--- config.mk ---
export PLATFORM = sky130hd
export DESIGN_NAME = axilite_reg_arbiter
export DESIGN_NICKNAME = d
export VERILOG_FILES = /design/src/rtl/axilite_pkg.sv /design/src/rtl/axilite_reg_arbiter_rr_arb2.sv /design/src/rtl/axilite_reg_arbiter.sv
export SDC_FILE = /design/constraint.sdc
export NUM_CORES = 1
export LEC_CHECK = 0
export CORE_MARGIN = 3
export CORE_UTILIZATION = 41
export DETAILED_ROUTE_END_ITERATION = 12
export PLACE_DENSITY_LB_ADDON = 0.12
export SLEW_MARGIN = 40
export SYNTH_ARGS = -nofsm -noshare
export SYNTH_HDL_FRONTEND = slang
export SYNTH_SLANG_ARGS = --single-unit
--- constraint.sdc ---
create_clock -name clk -period 13 [get_ports clk]
set_clock_uncertainty 0.15 [all_clocks]
set_input_delay 3.9 -clock clk [delete_from_list [all_inputs] [get_ports clk]]
set_output_delay 3.9 -clock clk [all_outputs]
set_load 0.05 [all_outputs]
--- src/rtl/axilite_pkg.sv ---
// Shared types and constants for the AXI4-Lite register arbiter.
package axilite_pkg;

    localparam int DATA_W = 32;
    localparam int STRB_W = 4;

    localparam logic [1:0] RESP_OKAY   = 2'b00;
    localparam logic [1:0] RESP_SLVERR = 2'b10;
    localparam logic [1:0] RESP_DECERR = 2'b11;

    typedef enum logic [2:0] {
        ST_IDLE  = 3'd0,
        ST_WADDR = 3'd1,
        ST_WRESP = 3'd2,
        ST_RADDR = 3'd3,
        ST_RDATA = 3'd4,
        ST_RESP  = 3'd5
    } state_e;

endpackage

--- src/rtl/axilite_reg_arbiter_rr_arb2.sv ---
// Two-input round-robin grant; last_grant only advances when enabled with a live request.
module rr_arb2 (
    input  logic       clk,
    input  logic       rst,
    input  logic [1:0] req,
    input  logic       en,
    output logic [1:0] gnt,
    output logic       last_grant
);

    logic last_q, last_d;

    always_comb begin
        gnt = 2'b00;
        case (req)
            2'b01:   gnt = 2'b01;
            2'b10:   gnt = 2'b10;
            2'b11:   gnt = last_q ? 2'b01 : 2'b10;
            default: gnt = 2'b00;
        endcase
        last_d = last_q;
        if (en && (req != 2'b00))
            last_d = gnt[1];
    end

    // Reset to 1 so requester 0 wins the first tie.
    always_ff @(posedge clk or posedge rst) begin
        if (rst) last_q <= 1'b1;
        else     last_q <= last_d;
    end

    assign last_grant = last_q;

endmodule

--- src/rtl/axilite_reg_arbiter.sv ---
// Single-outstanding AXI4-Lite master shared by two command requesters.
module axilite_reg_arbiter
    import axilite_pkg::*;
#(
    parameter int         ADDR_W = 20,
    parameter logic [2:0] PROT   = 3'b000
) (
    input  logic                  clk,
    input  logic                  rst,
    input  logic [1:0]            req_valid,
    output logic [1:0]            req_ready,
    input  logic [1:0]            req_write,
    input  logic [2*ADDR_W-1:0]   req_addr,
    input  logic [2*DATA_W-1:0]   req_wdata,
    input  logic [2*STRB_W-1:0]   req_wstrb,
    output logic [1:0]            resp_valid,
    output logic [DATA_W-1:0]     resp_rdata,
    output logic [1:0]            resp_resp,
    output logic                  busy,
    output logic                  m_awvalid,
    input  logic                  m_awready,
    output logic [ADDR_W-1:0]     m_awaddr,
    output logic [2:0]            m_awprot,
    output logic                  m_wvalid,
    input  logic                  m_wready,
    output logic [DATA_W-1:0]     m_wdata,
    output logic [STRB_W-1:0]     m_wstrb,
    input  logic                  m_bvalid,
    output logic                  m_bready,
    input  logic [1:0]            m_bresp,
    output logic                  m_arvalid,
    input  logic                  m_arready,
    output logic [ADDR_W-1:0]     m_araddr,
    output logic [2:0]            m_arprot,
    input  logic                  m_rvalid,
    output logic                  m_rready,
    input  logic [DATA_W-1:0]     m_rdata,
    input  logic [1:0]            m_rresp
);

    state_e              state_q, state_d;
    logic [1:0]          req_ready_q, req_ready_d;
    logic                cmd_write_q, cmd_write_d;
    logic [ADDR_W-1:0]   cmd_addr_q, cmd_addr_d;
    logic [DATA_W-1:0]   cmd_wdata_q, cmd_wdata_d;
    logic [STRB_W-1:0]   cmd_wstrb_q, cmd_wstrb_d;
    logic                awvalid_q, awvalid_d;
    logic                wvalid_q, wvalid_d;
    logic                bready_q, bready_d;
    logic                arvalid_q, arvalid_d;
    logic                rready_q, rready_d;
    logic [1:0]          resp_valid_q, resp_valid_d;
    logic [DATA_W-1:0]   resp_rdata_q, resp_rdata_d;
    logic [1:0]          resp_resp_q, resp_resp_d;
    logic                busy_q, busy_d;

    logic       arb_en;
    logic [1:0] gnt;
    logic       last_grant;
    logic       sel;

    // A pending req_ready marks the grant cycle; no second grant may be issued in it.
    assign arb_en = (state_q == ST_IDLE) && (req_ready_q == 2'b00);
    assign sel    = gnt[1];

    rr_arb2 u_arb (
        .clk        (clk),
        .rst        (rst),
        .req        (req_valid),
        .en         (arb_en),
        .gnt        (gnt),
        .last_grant (last_grant)
    );

    always_comb begin
        state_d      = state_q;
        req_ready_d  = 2'b00;
        cmd_write_d  = cmd_write_q;
        cmd_addr_d   = cmd_addr_q;
        cmd_wdata_d  = cmd_wdata_q;
        cmd_wstrb_d  = cmd_wstrb_q;
        awvalid_d    = awvalid_q;
        wvalid_d     = wvalid_q;
        bready_d     = bready_q;
        arvalid_d    = arvalid_q;
        rready_d     = rready_q;
        resp_valid_d = 2'b00;
        resp_rdata_d = resp_rdata_q;
        resp_resp_d  = resp_resp_q;

        case (state_q)
            ST_IDLE: begin
                if (req_ready_q != 2'b00) begin
                    if (cmd_write_q) begin
                        awvalid_d = 1'b1;
                        wvalid_d  = 1'b1;
                        state_d   = ST_WADDR;
                    end else begin
                        arvalid_d = 1'b1;
                        state_d   = ST_RADDR;
                    end
                end else if (gnt != 2'b00) begin
                    req_ready_d = gnt;
                    cmd_write_d = sel ? req_write[1] : req_write[0];
                    cmd_addr_d  = sel ? req_addr[2*ADDR_W-1:ADDR_W] : req_addr[ADDR_W-1:0];
                    cmd_wdata_d = sel ? req_wdata[2*DATA_W-1:DATA_W] : req_wdata[DATA_W-1:0];
                    cmd_wstrb_d = sel ? req_wstrb[2*STRB_W-1:STRB_W] : req_wstrb[STRB_W-1:0];
                end
            end
            ST_WADDR: begin
                // AW and W retire independently; B opens once both are gone.
                awvalid_d = awvalid_q & ~m_awready;
                wvalid_d  = wvalid_q & ~m_wready;
                if (!awvalid_d && !wvalid_d) begin
                    bready_d = 1'b1;
                    state_d  = ST_WRESP;
                end
            end
            ST_WRESP: begin
                if (m_bvalid) begin
                    bready_d     = 1'b0;
                    resp_rdata_d = '0;
                    resp_resp_d  = m_bresp;
                    resp_valid_d = last_grant ? 2'b10 : 2'b01;
                    state_d      = ST_RESP;
                end
            end
            ST_RADDR: begin
                if (m_arready) begin
                    arvalid_d = 1'b0;
                    rready_d  = 1'b1;
                    state_d   = ST_RDATA;
                end
            end
            ST_RDATA: begin
                if (m_rvalid) begin
                    rready_d     = 1'b0;
                    resp_rdata_d = m_rdata;
                    resp_resp_d  = m_rresp;
                    resp_valid_d = last_grant ? 2'b10 : 2'b01;
                    state_d      = ST_RESP;
                end
            end
            ST_RESP: begin
                state_d = ST_IDLE;
            end
            default: begin
                state_d = ST_IDLE;
            end
        endcase

        busy_d = (state_d != ST_IDLE);
    end

    always_ff @(posedge clk or posedge rst) begin
        if (rst) begin
            state_q      <= ST_IDLE;
            req_ready_q  <= 2'b00;
            cmd_write_q  <= 1'b0;
            cmd_addr_q   <= '0;
            cmd_wdata_q  <= '0;
            cmd_wstrb_q  <= '0;
            awvalid_q    <= 1'b0;
            wvalid_q     <= 1'b0;
            bready_q     <= 1'b0;
            arvalid_q    <= 1'b0;
            rready_q     <= 1'b0;
            resp_valid_q <= 2'b00;
            resp_rdata_q <= '0;
            resp_resp_q  <= RESP_OKAY;
            busy_q       <= 1'b0;
        end else begin
            state_q      <= state_d;
            req_ready_q  <= req_ready_d;
            cmd_write_q  <= cmd_write_d;
            cmd_addr_q   <= cmd_addr_d;
            cmd_wdata_q  <= cmd_wdata_d;
            cmd_wstrb_q  <= cmd_wstrb_d;
            awvalid_q    <= awvalid_d;
            wvalid_q     <= wvalid_d;
            bready_q     <= bready_d;
            arvalid_q    <= arvalid_d;
            rready_q     <= rready_d;
            resp_valid_q <= resp_valid_d;
            resp_rdata_q <= resp_rdata_d;
            resp_resp_q  <= resp_resp_d;
            busy_q       <= busy_d;
        end
    end

    assign req_ready  = req_ready_q;
    assign resp_valid = resp_valid_q;
    assign resp_rdata = resp_rdata_q;
    assign resp_resp  = resp_resp_q;
    assign busy       = busy_q;
    assign m_awvalid  = awvalid_q;
    assign m_awaddr   = cmd_addr_q;
    assign m_awprot   = PROT;
    assign m_wvalid   = wvalid_q;
    assign m_wdata    = cmd_wdata_q;
    assign m_wstrb    = cmd_wstrb_q;
    assign m_bready   = bready_q;
    assign m_arvalid  = arvalid_q;
    assign m_araddr   = cmd_addr_q;
    assign m_arprot   = PROT;
    assign m_rready   = rready_q;

endmodule

==> results of run 1 <==
-- worst min-delay path by stage --
stage	slack (ns)	end	cells past startpoint
floorplan	0.32	resp_valid[0]	1
global placement	0.31	resp_rdata[24]	2
detailed placement	0.32	resp_rdata[13]	2
CTS	0.34	resp_rdata[13]	2
global route	0.35	resp_rdata[21]	2
finish	0.33	resp_rdata[5]	2
-- flip-flops by register name, indices dropped and copies added, names as in the netlist --
name / flops
state_q: 3
m_wdata: 32
m_wstrb: 4
m_awvalid: 1
cmd_write_q: 1
m_bready: 1
req_ready: 2
m_rready: 1
resp_resp: 2
m_araddr: 20
m_arvalid: 1
resp_rdata: 32
u_arb.last_grant: 1
resp_valid: 2
m_wvalid: 1
busy: 1
-- stage by stage --
| stage | util [%] | hold slack [ns] | cell area [µm²] |
|---|---|---|---|
| floorplan | - | 0.321 | 4790 |
| finish | 70.4 | 0.330 | 7800 |
| detailed placement | 67.4 | 0.320 | 7470 |
| CTS | 70.3 | 0.336 | 7780 |
| global route | 70.4 | 0.355 | 7800 |
| global placement | 67.3 | 0.311 | 7460 |
-- power breakdown --
part | total, mW | internal [mW] | switching (mW)
Sequential | 0.578 | 0.480 | 0.0984
Combinational | 1.39 | 0.451 | 0.937
Clock | 0.285 | 0.169 | 0.115
-- logic make-up (layout without fill, tap and decap cells) --
| logic type | count (synthesis) | after routing | share of synthesized area, % |
|---|---|---|---|
| flops | 105 | 105 | 55.1 |
| compound gates | 110 | 110 | 12.0 |
| other cells | 1 | 6 | 0.0786 |
| mux | 60 | 60 | 12.6 |
| simple gates | 146 | 146 | 12.6 |
| buf+inv | 65 | 304 | 7.56 |
-- area by class of cell --
cell class | count | area (µm²)
fillers | 892 | 3280
well taps | 140 | 175
inverters | 6 | 25.0
repair buffers | 283 | 2830
flip-flops and latches | 105 | 2630
multi-input cells | 322 | 1820
clock buffers | 13 | 280
clock inverters | 2 | 35.0
-- placed cells by master (no fill, tap or decap), types with 2 or more instances in the layout --
master           synthesis  routed
nand3b_1                 2       2
clkbuf_8                 0       4
clkbuf_16                0       9
buf_4                   26       3
inv_1                    6       5
dfrtp_1                104     104
o21ai_0                 38      38
nor2b_1                  2       2
clkdlybuf4s50_1          0     278
nor3_1                   4       3
a21oi_1                 63      63
mux2i_1                 59      59
conb_1                   1       6
nor2_1                  63      63
nand2_1                 70      70
-- worst max-delay path: stages --
cell and delay, ns:
clkdlybuf4s50_1 0.48, a21boi_4 0.36, buf_4 0.60, mux2i_1 0.29
a21oi_1 0.09
-- metal layers --
layer	track usage (%)	vias to the layer above	wire, µm
met4	10.2	0	488
met5	0	-	0
met3	7.64	26	1440
met1	26.2	2053	5430
met2	40.4	199	7660
li1	-	2078	-
==> metrics, run 1 <==
r2r setup slk around 10 ns; Die Wd roughly 110 µm; Die ar. ~13000 µm²; layout cell share with drive strength beyond 1 between 3 and 4%; Initial DRC Count between 200 and 250; most frequent cell after synthesis dfrtp_1; Min-Delay Startpoint resp_rdata[5]; Pre-antenna DRT Iters 4; sequential share of the synthesized area 55.1%; CP required 13.04 ns; Critical path origin req_valid[1]; clock sinks around 110; Post-synth EDFFs 0; Die Height approximately 110 µm; H-tree depth 3; Core Area 11100 µm²; fin. max-slew vios 0; slew at the pin closest to its max-slew limit ~0.76 ns; CTS tree done; worst rel slew slack 49.0%; cell row count 38; run status completed; Seq cells post-synth between 100 and 150; Final GP Congestion roughly 0.8; post-synth cell types 29; via count ~4400; I/O pins roughly 290; wirelength, routed 15.0 mm; vias in the first global route around 4500; Reg clk slew, reported paths approximately 0.070 ns; final antenna-violating net count 0; largest net degree at the start of global routing roughly 120; cts repair resizes 0; clk_lat worst skew between 0.3 and 0.4 ns; top cells by area, synth dfrtp_1 55%, mux2i_1 12%, a21oi_1 6.6%; synth cell count leaders 104 x dfrtp_1, 70 x nand2_1, 63 x a21oi_1, 63 x nor2_1, 59 x mux2i_1; DRC errors left 0; hold_buf cts 0; Yosys top cell area share a little over half; total setup buffers inserted after CTS 0; Synth async-reset ratio 100%; GRT overflow 0; CP max FO 38; vias per inst ~5; static leakage about 3.3 nW; Final setup viols 0; wire per inst roughly 17 µm; maximum clock rate ~170 MHz; number of buffers created by CTS 9; RSZ-0062 raised after global routing no; Setup CP Type in -> reg; Non-Filler Instances about 870; Critical R2R Launch state_q[1]; Max Cap Viol 0; Cell Area, Synth 4770 µm²; crit share post-route between 40% and 50%; Max IR drop VDD approximately 0.18 mV; Hold Crit Class reg -> reg; synthesized area per cell 9.79 µm²; Max clock buf depth 2; CTS Root Cell clkbuf_16; ys flop type dfrtp_1; gr usage total about a quarter; placed cells ~860; crit path capture cmd_write_q; starting density of the core between 40 and 50%; Final min period around 5.7 ns; Final Power around 2.3 mW; ANT cells 0; final hold vios 0; area leader, netlist dfrtp_1; WP data arrival 5.77 ns; PwrDens between 200 and 300 nW/µm²; I/O Buffers between 200 and 300; R2R depth 5; Worst Setup End Kind flip-flop; antenna violations before repair 0; worst slack, placed between 6 and 7 ns; Final WS setup slightly above 7 ns; area delta synth->final 63.5%; yosys warns 0; Worst Setup Start Kind input port; nets roughly 890; Critical R2R Capture m_wdata[15]; first-pass GRT wire length 23.7 mm; total negative slack 0 ns; cells after synthesis slightly below 500; DP Wirelength about 11 mm
No activity file was read; power rests on OpenSTA's default activity.
==> inputs of run 2 (changes only) <==
--- a/config.mk
+++ b/config.mk
@@ -6,7 +6,7 @@
 export NUM_CORES = 1
 export LEC_CHECK = 0
 export CORE_MARGIN = 3
-export CORE_UTILIZATION = 41
+export CORE_UTILIZATION = 38
 export DETAILED_ROUTE_END_ITERATION = 12
 export PLACE_DENSITY_LB_ADDON = 0.12
 export SLEW_MARGIN = 40
==> constraint.sdc (replaced) <==
create_clock -name clk -period 5.85 [get_ports clk]
set_clock_uncertainty 0.15 [all_clocks]
set_input_delay 1.755 -clock clk [delete_from_list [all_inputs] [get_ports clk]]
set_output_delay 1.755 -clock clk [all_outputs]
set_load 0.05 [all_outputs]
==> run 2 against run 1 <==
Power is 120% higher. Largest cell class unchanged. Design area rose by 0.80%. Clock power increased by 140%. Critical endpoint is now m_wdata[27]. Core utilization down 5.8 points. Worst hold slack got worse by 0.00090 ns. Sequential share of layout area is 0.27 points lower. First-iteration DRC count down 6.7%. Routed wire length fell by 2.4%. Combinational power is 120% higher. Highest routed layer unchanged. Worst setup slack worse by 5.0 ns. Critical path type unchanged. Global-route usage fell by 2.1 points.
==> metrics, run 2 (synthesis gave the netlist of run 1 again) <==
H-tree depth 3; Core Area 12200 µm²; area delta synth->final 64.8%; run status completed; fillers slightly above 1000; Max IR drop VDD between 0.3 and 0.4 mV; Min-Delay Startpoint resp_rdata[26]; Multi-input gate area ~1800 µm²; cell row count 40; Switching Power roughly 2.6 mW; GRT busiest layer met2; Max Cap Viol 0; CTS tree done; clock sinks 105; CP required 5.88 ns; Final min period roughly 3.6 ns; Reg clk slew, reported paths 0.07 ns; WP data arrival ~3.6 ns; Critical R2R Capture m_araddr[11]; RSZ-0062 raised after global routing no; R2R depth 5; crit share post-route 61.1%; Setup CP Type in -> reg; largest net degree at the start of global routing 87; total negative slack 0 ns; GRT overflow 0; DRC errors left 0; internal power between 2 and 2.5 mW; placed cells roughly 900; clk_lat worst skew ~0.34 ns; I/O Buffers about 280; sequential power share between 20% and 30%; nets 886; Worst Setup End Kind flip-flop; number of buffers created by CTS 9; hold_buf cts 0; layout cell share with drive strength beyond 1 under 10%; Critical R2R Launch state_q[1]; Non-Filler Instances 900; starting density of the core just under 40%; worst rel slew slack between 50 and 60%; Final setup viols 0; DP Wirelength around 11 mm; final hold vios 0; Die Wd about 120 µm; Comb pwr share ~60%; static leakage roughly 3.3 nW; antenna violations before repair 0; clock power share between 10% and 20%; most frequent cells in the layout 278 x clkdlybuf4s50_1, 104 x dfrtp_1, 70 x nand2_1; I/O pins roughly 290; final antenna-violating net count 0; CP max FO 45; GR Layer Usage met2 36.3%; gr usage total between 20% and 30%; fin. max-slew vios 0; total setup buffers inserted after CTS 0; slew at the pin closest to its max-slew limit 0.672 ns; cts repair resizes 0; maximum clock rate approximately 280 MHz; Pre-antenna DRT Iters 4; Storage cell area 2630 µm²; r2r setup slk 3.44 ns; GR Util met1 between 20% and 30%; most common cell after layout, fill and taps aside clkdlybuf4s50_1; Final GP Congestion 0.797; via count around 4200; Net Sw Frac about 51%; wirelength, routed 14.7 mm; Hold Crit Class reg -> reg; hold path depth 2; PwrDens roughly 640 nW/µm²; met3 Use GR ~7.6%; Worst Setup Start Kind input port; Die ar. ~14000 µm²; ANT cells 0; vias in the first global route 4373; Initial DRC Count between 200 and 250; vias per inst 4.72; wire per inst 16.3 µm; first-pass GRT wire length ~23 mm; end of the worst hold path resp_rdata[26]; Die Height between 100 and 150 µm; CTS Root Cell clkbuf_16; Max clock buf depth 2
==> run 2: stage by stage <==
step	utilization (%)	total power, mW	setup WS, ns	cell area (µm²)	hold slack (ns)
after floorplan	-	3.41	1.19	4790	0.321
after global routing	64.6	5.31	2.17	7860	0.355
final	64.6	5.04	2.28	7860	0.329
after CTS	64.6	5.09	2.28	7860	0.334
after detailed placement	61.8	4.39	1.91	7520	0.319
after global placement	61.8	4.33	1.97	7510	0.310
==> run 2: worst max-delay path by stage <==
stage / start / endpoint / slack (ns) / cells past startpoint
final: req_valid[1] / m_wdata[27] / 2.28 / 5
after global routing: req_valid[1] / m_wstrb[0] / 2.17 / 5
after CTS: req_valid[1] / m_wdata[27] / 2.28 / 5
after detailed placement: req_valid[1] / m_wdata[27] / 1.91 / 5
after global placement: req_valid[1] / m_wdata[9] / 1.97 / 5
after floorplan: rst / busy / 1.19 / 1
==> run 2: critical path: stages <==
cell and delay, ns:
clkdlybuf4s50_1 0.49, a21boi_4 0.58, buf_12 0.38, mux2i_1 0.25, a21oi_1 0.10
==> run 2: power by group through the flow <==
stage	Clock [mW]	Combinational (mW)	Sequential, mW
2_1_floorplan	0	1.07	2.34
4_1_cts	0.698	3.10	1.29
6_report	0.682	3.08	1.28
3_3_place_gp	0	3.06	1.28
3_5_place_dp	0	3.10	1.30
5_1_grt	0.726	3.26	1.33
==> run 2: layout make-up <==
| type | instances | area share (%) |
|---|---|---|
| repair buffers | 283 | 36.0 |
| clock buffers | 10 | 2.91 |
| clock inverters | 6 | 1.37 |
| well taps | 168 | 2.67 |
| inverters | 6 | 0.382 |
| flip-flops and latches | 105 | 33.4 |
| multi-input cells | 322 | 23.2 |
==> run 2: per-layer routing <==
| layer | vias to the layer above | part of all wire (%) |
|---|---|---|
| li1 | 2077 | - |
| met1 | 1952 | 38 |
| met2 | 190 | 50 |
| met3 | 25 | 9.2 |
| met4 | 0 | 2.6 |
| met5 | - | 0 |
==> patch 1: new RTL, settings of run 1 <==
Encoding of `state_e`: now Gray code (3 bits for 6 states).
--- a/src/rtl/axilite_pkg.sv
+++ b/src/rtl/axilite_pkg.sv
@@ -9,12 +9,12 @@
     localparam logic [1:0] RESP_DECERR = 2'b11;
 
     typedef enum logic [2:0] {
-        ST_IDLE  = 3'd0,
-        ST_WADDR = 3'd1,
-        ST_WRESP = 3'd2,
-        ST_RADDR = 3'd3,
-        ST_RDATA = 3'd4,
-        ST_RESP  = 3'd5
+        ST_IDLE  = 3'b000,
+        ST_WADDR = 3'b001,
+        ST_WRESP = 3'b011,
+        ST_RADDR = 3'b010,
+        ST_RDATA = 3'b110,
+        ST_RESP  = 3'b111
     } state_e;
 
 endpackage
Check against the original RTL: no difference found for any inputs over 4 cycles, from zero or initial values and one cycle with rst high; so few cycles prove little.
==> patch 1 against run 1 <==
Routed wire length is 2.4% lower. Hold slack better by 0.028 ns. Cell area is 6.8% higher. Total power decreased by 2.3%. Highest routed layer unchanged. Sequential cell count unchanged. Synthesized area up 12%. Sequential share of layout area down 2.1 points. Via count fell by 9.5%. Worst setup slack better by 0.049 ns.
==> patch 1: results (changes against run 1) <==
{
  "outcome": "complete, no violations",
  "ctsResizeCount": {"value": 0, "change": "unchanged"},
  "tightest_pin_transition": {"value": 0.640, "unit": "ns", "change": "-0.124 ns"},
  "grt.total_usage": {"value": 0.206, "change": "-0.0268"},
  "drtIter0Drc": {"value": 174, "change": "-22%"},
  "ys_top_cells_by_count": "dfrtp_1 (104), mux2_2 (87), inv_1 (37), nand2_1 (36), mux2i_1 (34)",
  "crit_path_arrival_time": {"value": 5.76, "unit": "ns", "change": "about the same"},
  "synth-async-reset-ratio": {"value": 1.00, "change": "unchanged"},
  "worst_skew_pair.late_latency": {"value": 0.34, "unit": "ns", "change": "about the same"},
  "number_of_nets_in_the_finished_design": {"value": 828, "change": "-6.5%"},
  "number_of_warnings_printed_during_yosys_synthesis": {"value": 0, "change": "unchanged"},
  "max-vdd-ir-drop": {"value": 0.153, "unit": "mV", "change": "-17%"},
  "post_drt_via_cell_ratio": {"value": 4.66, "change": "-6.8%"},
  "grt_pass1_wl": {"value": 23200, "unit": "um", "change": "-2.1%"},
  "critical_path_peak_fanout": {"value": 34, "change": "-11%"},
  "path_clk_slew": {"value": 0.07, "unit": "ns", "change": "about the same"},
  "via_count_of_the_first_global_routing_pass": {"value": 4377, "change": "-3.6%"},
  "tritoncts.num_buffers": {"value": 9, "change": "unchanged"},
  "layout.filler_cells": {"value": 1011, "change": "+13%"},
  "buffer_ports.inserted": {"value": 278, "change": "unchanged"},
  "h-tree-depth": {"value": 3, "change": "unchanged"},
  "routed_wire_length_per_instance": {"value": 17.3, "unit": "um", "change": "+0.53%"},
  "insertedDiodeCount": {"value": 0, "change": "unchanged"},
  "ys_types": {"value": 36, "change": "+24%"},
  "final_estimated_routing_congestion_in_global_placement": {"value": 0.756, "change": "-5.7%"},
  "place_hpwl": {"value": 11200, "unit": "um", "change": "-1.6%"},
  "power_leakage": {"value": 3.46, "unit": "nW", "change": "+6.4%"},
  "clk_path_buf_depth": {"value": 2, "change": "unchanged"},
  "synth_area_leaders": "dfrtp_1 (49%), mux2_2 (18%), mux2i_1 (6.4%)",
  "timing.hold.worst.class": "reg2reg",
  "cts.repair_timing.setup_buffer_count": {"value": 0, "change": "unchanged"},
  "grt_antenna_before_repair": {"value": 0, "change": "unchanged"},
  "grt_start_max_net_pins": {"value": 82, "change": "-29%"},
  "synth.yosys.seq_area_share": {"value": 0.493, "change": "-0.0583"},
  "drive_above_1_share": {"value": 0.205, "change": "+0.165"},
  "detailedRoute.firstPassIterationCount": {"value": 4, "change": "unchanged"},
  "cts_root_buffer": "clkbuf_16"
}
==> patch 1: area by class of cell <==
cell class	instances	share of cell area
Clock buffer	10	0.0287
Tap cell	172	0.0258
Sequential cell	105	0.316
Timing Repair Buffer	285	0.345
Clock inverter	6	0.00511
Inverter	37	0.0170
Multi-Input combinational cell	231	0.263
==> patch 1: final timing paths <==
kind	from	to	slack (ns)	cells after the start
worst max register to register	state_q[2]$_DFF_PP0_	m_araddr[12]$_DFFE_PP0P_	10.67	4
worst max-delay path	req_valid[1]	m_wdata[24]$_DFFE_PP0P_	7.32	5
max in group asynchronous	rst	resp_rdata[5]$_DFFE_PP0P_	7.98	3
worst min-delay path	m_wdata[24]$_DFFE_PP0P_	m_wdata[24]$_DFFE_PP0P_	0.36	1
min in group asynchronous	rst	m_wdata[29]$_DFFE_PP0P_	3.72	2
worst min register to register	m_wdata[24]$_DFFE_PP0P_	m_wdata[24]$_DFFE_PP0P_	0.36	1
==> patch 1: metal layers <==
layer	wire length, um	GRT usage	vias to the layer above
li1	-	-	1873
met1	5650	0.237	1900
met2	7510	0.357	156
met3	1300	0.0749	13
met4	199	0.0644	0
met5	0	0	-
==> patch 1: cell families after synthesis <==
family | after synthesis | share of synthesized area
mux | 150 | 0.324
flops | 105 | 0.493
buf+inv | 86 | 0.103
simple gates | 55 | 0.0500
compound gates | 20 | 0.0293
other cells | 1 | 0.000703
==> patch 1: critical path, cell delays in order <==
cell             delay, ns
clkdlybuf4s50_1       0.52
a21boi_4              0.23
buf_4                 0.42
mux2_2                0.38
mux2_1                0.29
==> patch 1: per-stage QoR <==
stage	setup WS, ns	power (mW)	std cells	cell area (um^2)
2_1_floorplan	6.19	1.55	422	5350
3_3_place_gp	6.28	1.93	827	7990
3_5_place_dp	6.95	1.96	830	8040
4_1_cts	7.33	2.22	846	8320
5_1_grt	7.25	2.30	846	8330
6_report	7.32	2.20	846	8330
==> patch 1: where the power goes <==
part | switching [mW] | internal (mW)
Sequential | 0.101 | 0.472
Combinational | 0.848 | 0.520
Clock | 0.123 | 0.136
==> patch 2: new RTL, config.mk and constraints of run 1 <==
Made on the original files. The package constant `STRB_W` goes from 4 to 6.
--- a/src/rtl/axilite_pkg.sv
+++ b/src/rtl/axilite_pkg.sv
@@ -2,7 +2,7 @@
 package axilite_pkg;
 
     localparam int DATA_W = 32;
-    localparam int STRB_W = 4;
+    localparam int STRB_W = 6;
 
     localparam logic [1:0] RESP_OKAY   = 2'b00;
     localparam logic [1:0] RESP_SLVERR = 2'b10;
Interface: changed (resized m_wstrb and req_wstrb); port bits go from 285 to 291. No check against the original RTL was run, so the function may have changed too.
==> patch 2 against run 1 <==
Synthesized area rose by 2.3%. Via count fell by 0.41%. Worst setup slack got worse by 0.21 ns. Total power rose by 2.5%. Cell area rose by 2.4%. Hold slack barely moved. First-iteration DRC count rose by 23%. Core utilization fell by 1.0 points. Sequential power rose by 2%. Count of clock-buffer cells in the layout fell by 2. Routed wire length rose by 0.69%. Sequential cell count rose by 2. Critical endpoint is now m_wdata[6]$_DFFE_PP0P_. Largest cell class unchanged. Highest routed layer unchanged.
==> patch 2: results (changes against run 1) <==
{
  "buffer_ports.inserted": {"value": 284, "change": "+2.2%"},
  "drive_above_1_share": {"value": 0.0402, "change": "+0.000543"},
  "synth_area_leaders": "dfrtp_1 (54%), mux2i_1 (13%), a21oi_1 (6.7%)",
  "ys_types": {"value": 30, "change": "+3.4%"},
  "cts_root_buffer": "clkbuf_16",
  "place_hpwl": {"value": 11600, "unit": "um", "change": "+2.4%"},
  "crit_path_arrival_time": {"value": 6.05, "unit": "ns", "change": "+0.28 ns"},
  "finalSetupViolCount": {"value": 0, "change": "unchanged"},
  "post_drt_via_cell_ratio": {"value": 4.88, "change": "-2.4%"},
  "layout.filler_cells": {"value": 901, "change": "+1.0%"},
  "number_of_nets_in_the_finished_design": {"value": 904, "change": "+2.0%"},
  "cp-startpoint": "req_valid[0]",
  "power_leakage": {"value": 3.32, "unit": "nW", "change": "+2.1%"},
  "drtIter0Drc": {"value": 276, "change": "+23%"},
  "via_count_of_the_first_global_routing_pass": {"value": 4462, "change": "-1.7%"},
  "outcome": "complete, no violations",
  "detailedRoute.firstPassIterationCount": {"value": 5, "change": "+1"},
  "crit-reg2reg-capture": "m_wdata[6]$_DFFE_PP0P_",
  "path_clk_slew": {"value": 0.07, "unit": "ns", "change": "about the same"},
  "max-vdd-ir-drop": {"value": 0.166, "unit": "mV", "change": "-9.4%"},
  "hold_start": "resp_rdata[23]$_DFFE_PP0P_",
  "worstHoldEndpoint": "resp_rdata[23]$_DFFE_PP0P_",
  "timing.hold.worst.class": "reg2reg",
  "syn_inst": {"value": 495, "change": "+1.6%"},
  "grt.total_usage": {"value": 0.224, "change": "-0.00837"},
  "ys_top_cells_by_count": "dfrtp_1 (106), nand2_1 (70), a21oi_1 (65), nor2_1 (65), mux2i_1 (61)",
  "grt_start_max_net_pins": {"value": 109, "change": "-5.2%"},
  "tightest_pin_transition": {"value": 0.732, "unit": "ns", "change": "-0.0324 ns"},
  "synth.yosys.seq_area_share": {"value": 0.549, "change": "-0.00232"},
  "grt_pass1_wl": {"value": 23200, "unit": "um", "change": "-2.2%"},
  "place.detailed.instances": {"value": 873, "change": "+2.1%"},
  "routed_wire_length_per_instance": {"value": 17.0, "unit": "um", "change": "-1.3%"},
  "worst-r2r-setup-slack": {"value": 10.22, "unit": "ns", "change": "-0.27 ns"},
  "critical_path_peak_fanout": {"value": 108, "change": "+180%"},
  "final_estimated_routing_congestion_in_global_placement": {"value": 0.811, "change": "+1.3%"},
  "route.vias.total": {"value": 4338, "change": "-0.41%"}
}
==> patch 2: metrics by stage <==
stage | worst slack, ns | hold WS (ns) | instance area (um^2)
after global routing | 6.85 | 0.373 | 7990
after CTS | 6.99 | 0.337 | 7980
after floorplan | 6.13 | 0.321 | 4900
final | 7.06 | 0.330 | 7990
after detailed placement | 6.64 | 0.321 | 7640
after global placement | 6.60 | 0.312 | 7610
==> patch 2: cells by family after synthesis <==
kind of cell    share of synthesized area
compound gates                      0.120
buf+inv                            0.0767
simple gates                        0.126
other cells                      0.000768
flops                               0.549
mux                                 0.127
==> patch 2: metal layers <==
| metal | track usage | wire length (um) | vias up | share of wire |
|---|---|---|---|---|
| li1 | - | - | 2126 | - |
| met5 | 0 | 0 | - | 0 |
| met2 | 0.423 | 8280 | 152 | 0.55 |
| met3 | 0.0437 | 943 | 19 | 0.062 |
| met4 | 0.0767 | 302 | 0 | 0.020 |
| met1 | 0.251 | 5590 | 2041 | 0.37 |
==> patch 2: power breakdown <==
group / internal, mW / leakage (nW) / switching [mW]
Combinational: 0.464 / 1.88 / 0.950
Sequential: 0.489 / 1.28 / 0.101
Clock: 0.180 / 0.162 / 0.124
Total: 1.13 / 3.32 / 1.17
==> patch 2: worst max-delay path: stages <==
cell	delay [ns]
clkdlybuf4s50_1	0.54
nor2_1	0.11
nor4_4	0.53
buf_6	0.63
nor2_1	0.10
a21oi_1	0.16
==> patch 2: cell type report <==
class / instances / area share
Tap cell: 143 / 0.0224
Sequential cell: 107 / 0.335
Clock inverter: 5 / 0.0107
Timing Repair Buffer: 289 / 0.363
Clock buffer: 11 / 0.0316
Inverter: 6 / 0.00313
Multi-Input combinational cell: 328 / 0.234
